## config.mk

```make
export PLATFORM = sky130hd
export DESIGN_NAME = serial_adder_ctrl
export DESIGN_NICKNAME = d
export VERILOG_FILES = /design/src/rtl/serial_adder_ctrl.sv
export SDC_FILE = /design/constraint.sdc
export NUM_CORES = 1
export LEC_CHECK = 0
export BUFFER_PORTS_ARGS = -buffer_cell sky130_fd_sc_hd__buf_4
export CELL_PAD_IN_SITES_DETAIL_PLACEMENT = 2
export CELL_PAD_IN_SITES_GLOBAL_PLACEMENT = 2
export CORE_MARGIN = 3
export CORE_UTILIZATION = 37
export CTS_BUF_LIST = sky130_fd_sc_hd__clkbuf_4
export CTS_CLUSTER_SIZE = 10
export DETAILED_ROUTE_END_ITERATION = 8
export GPL_ROUTABILITY_DRIVEN = 0
export GPL_TIMING_DRIVEN = 1
export PLACE_DENSITY = 0.88
export SLEW_MARGIN = 30
export SYNTH_ARGS = -nofsm -noshare
export SYNTH_HDL_FRONTEND = slang
export SYNTH_HIERARCHICAL = 1
export SYNTH_SLANG_ARGS = --single-unit
```

## constraint.sdc

```tcl
create_clock -name clk -period 2.25 [get_ports clk]
set_clock_uncertainty 0.05 [all_clocks]
set_input_delay 0.3375 -clock clk [delete_from_list [all_inputs] [get_ports clk]]
set_output_delay 0.3375 -clock clk [all_outputs]
set_load 0.05 [all_outputs]
```

## src/rtl/serial_adder_ctrl.sv

```systemverilog
// Bit-serial adder: one full-adder cell reused over WIDTH cycles, LSB first,
// with valid/ready operand intake and valid/ready result delivery.

module full_adder (
   input  logic a_i,
   input  logic b_i,
   input  logic c_i,
   output logic s_o,
   output logic c_o
);
   assign s_o = a_i ^ b_i ^ c_i;
   assign c_o = (a_i & b_i) | (a_i & c_i) | (b_i & c_i);
endmodule

// Handshakes: a transfer happens on a rising edge where valid && ready are both
// high; ready/valid outputs are decoded from registered state only.
module serial_adder_ctrl #(
   parameter int WIDTH = 8
) (
   input  logic             clk,
   input  logic             rst,
   input  logic             in_valid,
   output logic             in_ready,
   input  logic [WIDTH-1:0] a,
   input  logic [WIDTH-1:0] b,
   input  logic             cin,
   output logic             out_valid,
   input  logic             out_ready,
   output logic [WIDTH-1:0] sum,
   output logic             cout,
   output logic             busy,
   output logic [1:0]       dbg_state_o
);
   localparam int CW = (WIDTH > 2) ? $clog2(WIDTH) : 1;

   typedef enum logic [1:0] {
      S_IDLE = 2'd0,
      S_RUN  = 2'd1,
      S_DONE = 2'd2
   } state_e;

   state_e           state_q, state_d;
   logic [CW-1:0]    cnt_q, cnt_d;
   logic             carry_q, carry_d;
   logic [WIDTH-1:0] a_sh_q, a_sh_d;
   logic [WIDTH-1:0] b_sh_q, b_sh_d;
   logic [WIDTH-1:0] sum_q, sum_d;
   logic             cout_q, cout_d;
   logic             fa_s, fa_c;

   full_adder u_fa (
      .a_i (a_sh_q[0]),
      .b_i (b_sh_q[0]),
      .c_i (carry_q),
      .s_o (fa_s),
      .c_o (fa_c)
   );

   always_ff @(posedge clk) begin
      if (rst) begin
         state_q <= S_IDLE;
         cnt_q   <= '0;
         carry_q <= 1'b0;
         a_sh_q  <= '0;
         b_sh_q  <= '0;
         sum_q   <= '0;
         cout_q  <= 1'b0;
      end else begin
         state_q <= state_d;
         cnt_q   <= cnt_d;
         carry_q <= carry_d;
         a_sh_q  <= a_sh_d;
         b_sh_q  <= b_sh_d;
         sum_q   <= sum_d;
         cout_q  <= cout_d;
      end
   end

   always_comb begin
      state_d = state_q;
      cnt_d   = cnt_q;
      carry_d = carry_q;
      a_sh_d  = a_sh_q;
      b_sh_d  = b_sh_q;
      sum_d   = sum_q;
      cout_d  = cout_q;
      case (state_q)
         S_IDLE: begin
            if (in_valid) begin
               a_sh_d  = a;
               b_sh_d  = b;
               carry_d = cin;
               cnt_d   = '0;
               state_d = S_RUN;
            end
         end
         S_RUN: begin
            carry_d = fa_c;
            sum_d   = {fa_s, sum_q[WIDTH-1:1]};
            a_sh_d  = a_sh_q >> 1;
            b_sh_d  = b_sh_q >> 1;
            cnt_d   = cnt_q + CW'(1);
            // Last bit: capture the final carry and leave before the counter wraps.
            if (cnt_q == CW'(WIDTH - 1)) begin
               cout_d  = fa_c;
               cnt_d   = '0;
               state_d = S_DONE;
            end
         end
         S_DONE: begin
            if (out_ready) begin
               state_d = S_IDLE;
            end
         end
         default: state_d = S_IDLE;
      endcase
   end

   assign in_ready    = (state_q == S_IDLE);
   assign out_valid   = (state_q == S_DONE);
   assign busy        = (state_q == S_RUN) || (state_q == S_DONE);
   assign sum         = sum_q;
   assign cout        = cout_q;
   assign dbg_state_o = state_q;
endmodule

```

==> results.md, run 1 <==
* FF+latch count, synth at 31
* Share of post-route cells with drive strength above 1 at 34.3%
* Top delay family on crit path: buffers and inverters
* Setup tns final at 0 ns
* Dpl cells at 215
* CP endpoint kind: output pin
* Num CTS Buffers at 5
* Net Count, Synth at 172
* Pwr dens at 1210 mW/mm²
* Fmax at 0.543 GHz
* Mean area per synthesized cell at 10.6 µm²
* Post CTS Setup Buffer Count at 0
* Die height at 70.2 µm
* First-pass GRT wire length at 6010 µm
* Core Region at 0.00383 mm²
* Largest net degree at the start of global routing at 36
* Setup violations, final at 0
* Final core utilization at 47.4%
* Clk slew on worst S/H paths at 0.10 ns
* Leakage power at 0.732 nW
* Period utilisation layout at 81.8%
* Grt ovf at 0
* Max incr delay on CP at 0.37 ns
* Critical path peak fanout at 9
* Worst path slowest cell: ha_1
* Minimum clock period at 1.84 ns
* Post-DRT Antenna Nets at 0
* DIE AREA at 0.00492 mm²
* Diodes inserted at 0
* Port-buffer cells at 34
* Sequential area share after synthesis at 40.7%
* H-tree depth at 2
* TritonCTS clock tree: done
* Via density per instance at 5.23
* Post-CTS sizing at 0
* Multi-input logic area at 805 µm²
* Residual DRC count at 0
* Nets@finish at 202
* WL per Instance at 15.5 µm
* Arrival time worst endpoint at 1.45 ns
* Synthesis Warnings at 6
* Vias in the first global route at 1267
* Status: completed
* WP data required at 1.86 ns
* Tot GR Track Use at 15.1%
* Worst-skew pair later-pin latency at 0.34 ns
* Chip width at 70.2 µm
* Startpoint types: flip-flop
* Min-Delay Path Class: in -> reg
* Antenna violations before repair at 0
* Area growth syn-to-layout at 19.0%
* Fin. max-slew vios at 0
* Largest area contributor in the netlist: dfxtp_1
* Critical path cell sequence: inv_1 > ha_1 > buf_4
* # Max-Cap Violations at 0
* Hold-fix buffers at CTS at 0
* Drt pass-1 iters at 2
* Power Total at 2.19 mW
* WL final at 3470 µm
* Row count at 22
* Post-synth top area share at 40.7%
* Worst VDD drop at 570 µV
* Mapped cell area at 0.00152 mm²
* Initial core utilization at 39.8%
* Cells after synthesis at 144
* Final hold vios at 0
* Slew HR at 70.8%
* Root buf cell: clkbuf_4
* Netlist cell types at 24
* Critical path class: reg -> out
* Sink Count at 31
* Synth area leaders: dfxtp_1 (41%), mux2i_1 (16%), a211oi_2 (12%), nor2_1 (6.2%), ha_1 (4.9%)
* RSZ-0062 raised after global routing: no
* Non-Filler Instances at 223
* Initial DRC Count at 37
* FF/Latch Area at 621 µm²
* CP bufs+invs at 2
* # IOs at 35
* DP Wirelength at 2580 µm
* Clock Path Buffers at 2
* Worst slew pin tran at 0.438 ns
* DR vias at 1166
* Filler cell count in the final layout at 401
==> tightest hold or removal path: cells and delay by family <==
kind	cells	cell delay, ns
compound gates	1	0.20
buf+inv	1	0.07
mux	1	0.06
==> cells by family after synthesis <==
kind of cell | count (synthesis) | synth area share, %
and+or+nand+nor | 42 | 12.6
DFF | 31 | 40.7
AOI/OAI and AO/OA | 25 | 17.1
muxes | 25 | 16.7
buffers and inverters | 14 | 6.65
adders and majority gates | 7 | 6.24
==> path summary, 6_finish.rpt <==
path / from / to / slack [ns] / cells after the start
max: dbg_state_o[0] / in_ready / 0.41 / 3
min: a[2] / a_sh_q[2] / 0.33 / 3
max reg2reg: dbg_state_o[1] / a_sh_q[0] / 0.44 / 5
min reg2reg: cout / cout / 0.43 / 2
==> flip-flops by register name (all words and copies together), names as in the netlist <==
name,count
carry_q,1
b_sh_q,8
sum,8
dbg_state_o,2
a_sh_q,8
cout,1
cnt_q,3
==> placed cells by master, fill, tap and decap left out, types with 2 or more instances in the layout <==
cell and n:
nand2b_1 5, dfxtp_1 31, nand4_1 2, o31ai_1 2, a211oi_2 15, inv_1 2, buf_4 35, a32oi_1 2
nor2b_1 4, o32ai_1 2, clkbuf_4 7, nand2_1 3, ha_1 5, a31oi_1 2, a21oi_1 2, mux2i_1 24
nor2_1 25
==> layout make-up <==
class	count	share of cell area, %
multi-input cells	99	44.4
inverters	2	0.414
flip-flops and latches	31	34.2
well taps	48	3.31
clock buffers	7	2.90
clock inverters	1	0.276
repair buffers	35	14.5
==> power by group <==
part	switching [mW]	total [mW]	internal, mW	leakage (nW)
clock	0.195	0.341	0.146	0.0361
combinational	0.669	1.09	0.420	0.442
sequential	0.0869	0.761	0.674	0.254
total	0.951	2.19	1.24	0.732
==> through the flow <==
stage	cell area [µm²]	hold WS (ns)	worst slack, ns
after CTS	1810	0.314	0.383
final	1810	0.327	0.409
after global routing	1810	0.308	0.252
after global placement	1760	0.409	0.526
after detailed placement	1760	0.413	0.408
after floorplan	1520	0.399	0.00409
==> synthesized netlist by cell type <==
master,count
a211oi_2,15
a21oi_1,2
a31oi_1,2
a32oi_1,2
and3_1,1
buf_2,3
buf_4,2
buf_6,5
clkbuf_1,2
dfxtp_1,31
fa_1,1
ha_1,6
inv_1,2
mux2_4,1
mux2i_1,24
nand2_1,3
nand2b_1,5
nand3_1,1
nand4_1,2
nor2_1,25
nor2b_1,4
o31ai_1,2
o32ai_1,2
or3_1,1
==> per-layer routing <==
metal | wire length (µm) | global-route usage (%) | vias up
met1 | 1440 | 17.2 | 565
met3 | 196 | 5.61 | 5
met2 | 1790 | 26.1 | 28
met5 | 0 | 0 | -
li1 | - | - | 568
met4 | 39 | 4.47 | 0
(Power assumes the default switching activity.)
==> inputs of run 2 (changes only) <==
--- a/config.mk
+++ b/config.mk
@@ -9,13 +9,13 @@
 export CELL_PAD_IN_SITES_DETAIL_PLACEMENT = 2
 export CELL_PAD_IN_SITES_GLOBAL_PLACEMENT = 2
 export CORE_MARGIN = 3
-export CORE_UTILIZATION = 37
+export CORE_UTILIZATION = 31
 export CTS_BUF_LIST = sky130_fd_sc_hd__clkbuf_4
 export CTS_CLUSTER_SIZE = 10
 export DETAILED_ROUTE_END_ITERATION = 8
 export GPL_ROUTABILITY_DRIVEN = 0
 export GPL_TIMING_DRIVEN = 1
-export PLACE_DENSITY = 0.88
+export PLACE_DENSITY = 0.79
 export SLEW_MARGIN = 30
 export SYNTH_ARGS = -nofsm -noshare
 export SYNTH_HDL_FRONTEND = slang
==> constraint.sdc (replaced) <==
create_clock -name clk -period 1.52 [get_ports clk]
set_clock_uncertainty 0.05 [all_clocks]
set_input_delay 0.228 -clock clk [delete_from_list [all_inputs] [get_ports clk]]
set_output_delay 0.228 -clock clk [all_outputs]
set_load 0.05 [all_outputs]
==> results.md, run 2 (synthesis results as in run 1) <==
* Largest net degree at the start of global routing at 36 (unchanged)
* DP Wirelength at 2950 µm (+14%)
* WHS at 0.203 ns (-0.124 ns)
* Min-Delay Path Class: in -> reg
* Multi-input logic area at 910 µm² (+13%)
* Hold wc startpoint: b[1]
* R2R cell count at 5 (unchanged)
* Commonest non-fill, non-tap cells in the layout: buf_4 (39), dfxtp_1 (28), mux2i_1 (24)
* Vias in the first global route at 1382 (+9.1%)
* Hold Path Depth at 3 (unchanged)
* Port-buffer cells at 34 (unchanged)
* Worst slew pin tran at 0.453 ns (+0.0144 ns)
* WP data required at 1.24 ns (-0.62 ns)
* Die height at 76.1 µm (+8.5%)
* Num CTS Buffers at 5 (unchanged)
* Share of post-route cells with drive strength above 1 at 51.6% (+17 points)
* Pre-CTS setup slack at -0.0453 ns (-0.453 ns)
* Setup violations, final at 2 (+2)
* Worst r2r dst: cnt_q[0]
* Antenna violations before repair at 0 (unchanged)
* Row count at 24 (+9.1%)
* Chip width at 76.1 µm (+8.5%)
* FF/Latch Area at 629 µm² (+1.4%)
* Reg2Reg Setup Slack at -0.01 ns (-0.45 ns)
* Minimum clock period at 1.54 ns
* # Max-Cap Violations at 0 (unchanged)
* Period utilisation layout at 101%
* Critical path peak fanout at 6 (-3)
* DIE AREA at 0.00579 mm² (+18%)
* Residual DRC count at 0 (unchanged)
* TritonCTS clock tree: done
* Post-DRT Antenna Nets at 0 (unchanged)
* Fin. max-slew vios at 0 (unchanged)
* Sink Count at 31 (unchanged)
* Grt ovf at 0 (unchanged)
* Final hold vios at 0 (unchanged)
* First-pass GRT wire length at 7250 µm (+21%)
* Clk slew on worst S/H paths at 0.11 ns (about the same)
* Leakage power at 0.821 nW (+12%)
* Most common cell after layout, fill and taps aside: buf_4
* Drt pass-1 iters at 5 (+3)
* CP endpoint kind: output pin
* WL final at 4510 µm (+30%)
* Final worst slack at -0.0178 ns (-0.426 ns)
* Via density per instance at 4.95 (-5.4%)
* WHS Endpoint: b_sh_q[1]
* Tot GR Track Use at 15.4% (+0.34 points)
* Slew HR at 69.8% (-0.96 points)
* Critical path class: reg -> out
* Fmax at 0.650 GHz
* Setup tns final at -0.0280 ns (-0.0280 ns)
* Arrival time worst endpoint at 1.26 ns (-0.19 ns)
* # IOs at 35 (unchanged)
* Core Region at 0.00453 mm² (+19%)
* Worst VDD drop at 1420 µV (+150%)
* RSZ-0062 raised after global routing: yes
* Violated checks: negative setup slack
* H-tree depth at 2 (unchanged)
* DR vias at 1242 (+6.5%)
* Nets@finish at 213 (+5.4%)
* Filler cell count in the final layout at 475 (+18%)
* Startpoint types: flip-flop
* Initial DRC Count at 43 (+16%)
* Pwr dens at 1950 mW/mm² (+61%)
* WL per Instance at 18.0 µm (+16%)
* Worst-skew pair later-pin latency at 0.34 ns (about the same)
* Reg2reg start: cnt_q[0]
* Area growth syn-to-layout at 37.1%
* Clock Path Buffers at 2 (unchanged)
* Status: finished, violations left
* Root buf cell: clkbuf_4
* Diodes inserted at 0 (unchanged)
* Initial core utilization at 33.6% (-6.2 points)
## run 2: cell count changes in the layout (fill, tap and decap cells not counted), moves of 2 or more
cell	delta
nor2_1	-15
buf_4	+4
nor2_2	+15
dfxtp_4	+2
inv_1	-2
ha_1	-2
dfxtp_1	-3
ha_4	+2
buf_6	+4
clkbuf_4	-2
## run 2: worst max-delay path by stage
stage | startpoint | endpoint | slack, ns | cells after the start
floorplan | dbg_state_o[1] | a_sh_q[2] | -0.12 | 7
global placement | dbg_state_o[1] | a_sh_q[0] | 0.03 | 5
detailed placement | cnt_q[0] | cnt_q[0] | -0.05 | 5
CTS | cnt_q[0] | cnt_q[0] | -0.05 | 5
global route | cnt_q[0] | cnt_q[0] | -0.08 | 5
finish | dbg_state_o[1] | in_ready | -0.02 | 4
## run 2: final cells by class
type	instances	area share, %
clock buffers	5	1.80
clock inverters	3	2.10
inverters	2	0.719
multi-input cells	100	43.5
flip-flops and latches	31	30.1
well taps	65	3.89
repair buffers	45	17.8
## run 2: per-layer routing
metal	part of all wire [%]	vias to the layer above	global-route usage, %	wire length [µm]
met5	0	-	0	0
met4	1.5	0	4.35	68
met3	4.1	8	4.61	183
met2	50	27	26.4	2280
met1	44	611	18.8	1980
li1	-	596	-	-
## run 2: repair_timing
action	CTS	global route
setup endpoints to repair	19	21
buffers inserted	2	3
resized for setup	7	10
cloned	0	1
hold buffers	0	0
pin swaps	1	1
## run 2: per-stage QoR
| step | utilization [%] | total power [mW] | instance area (µm²) | std cells |
|---|---|---|---|---|
| 4_1_cts | 44.3 | 3.89 | 2010 | 247 |
| 6_report | 46.1 | 4.07 | 2090 | 251 |
| 2_1_floorplan | - | 2.75 | 1590 | 144 |
| 3_3_place_gp | 41.4 | 2.94 | 1880 | 237 |
| 3_5_place_dp | 41.4 | 3.06 | 1880 | 237 |
| 5_1_grt | 46.1 | 4.34 | 2090 | 251 |
## run 2: power breakdown
group,switching (mW),total [mW],internal (mW)
combinational,1.23,2.23,0.993
clock,0.330,0.676,0.346
sequential,0.154,1.17,1.01
## run 2: worst max-delay path, cell delays in order, from the launching register on
cell     delay, ns
dfxtp_4       0.37
inv_6         0.07
ha_4          0.20
buf_6         0.13
buf_8         0.14
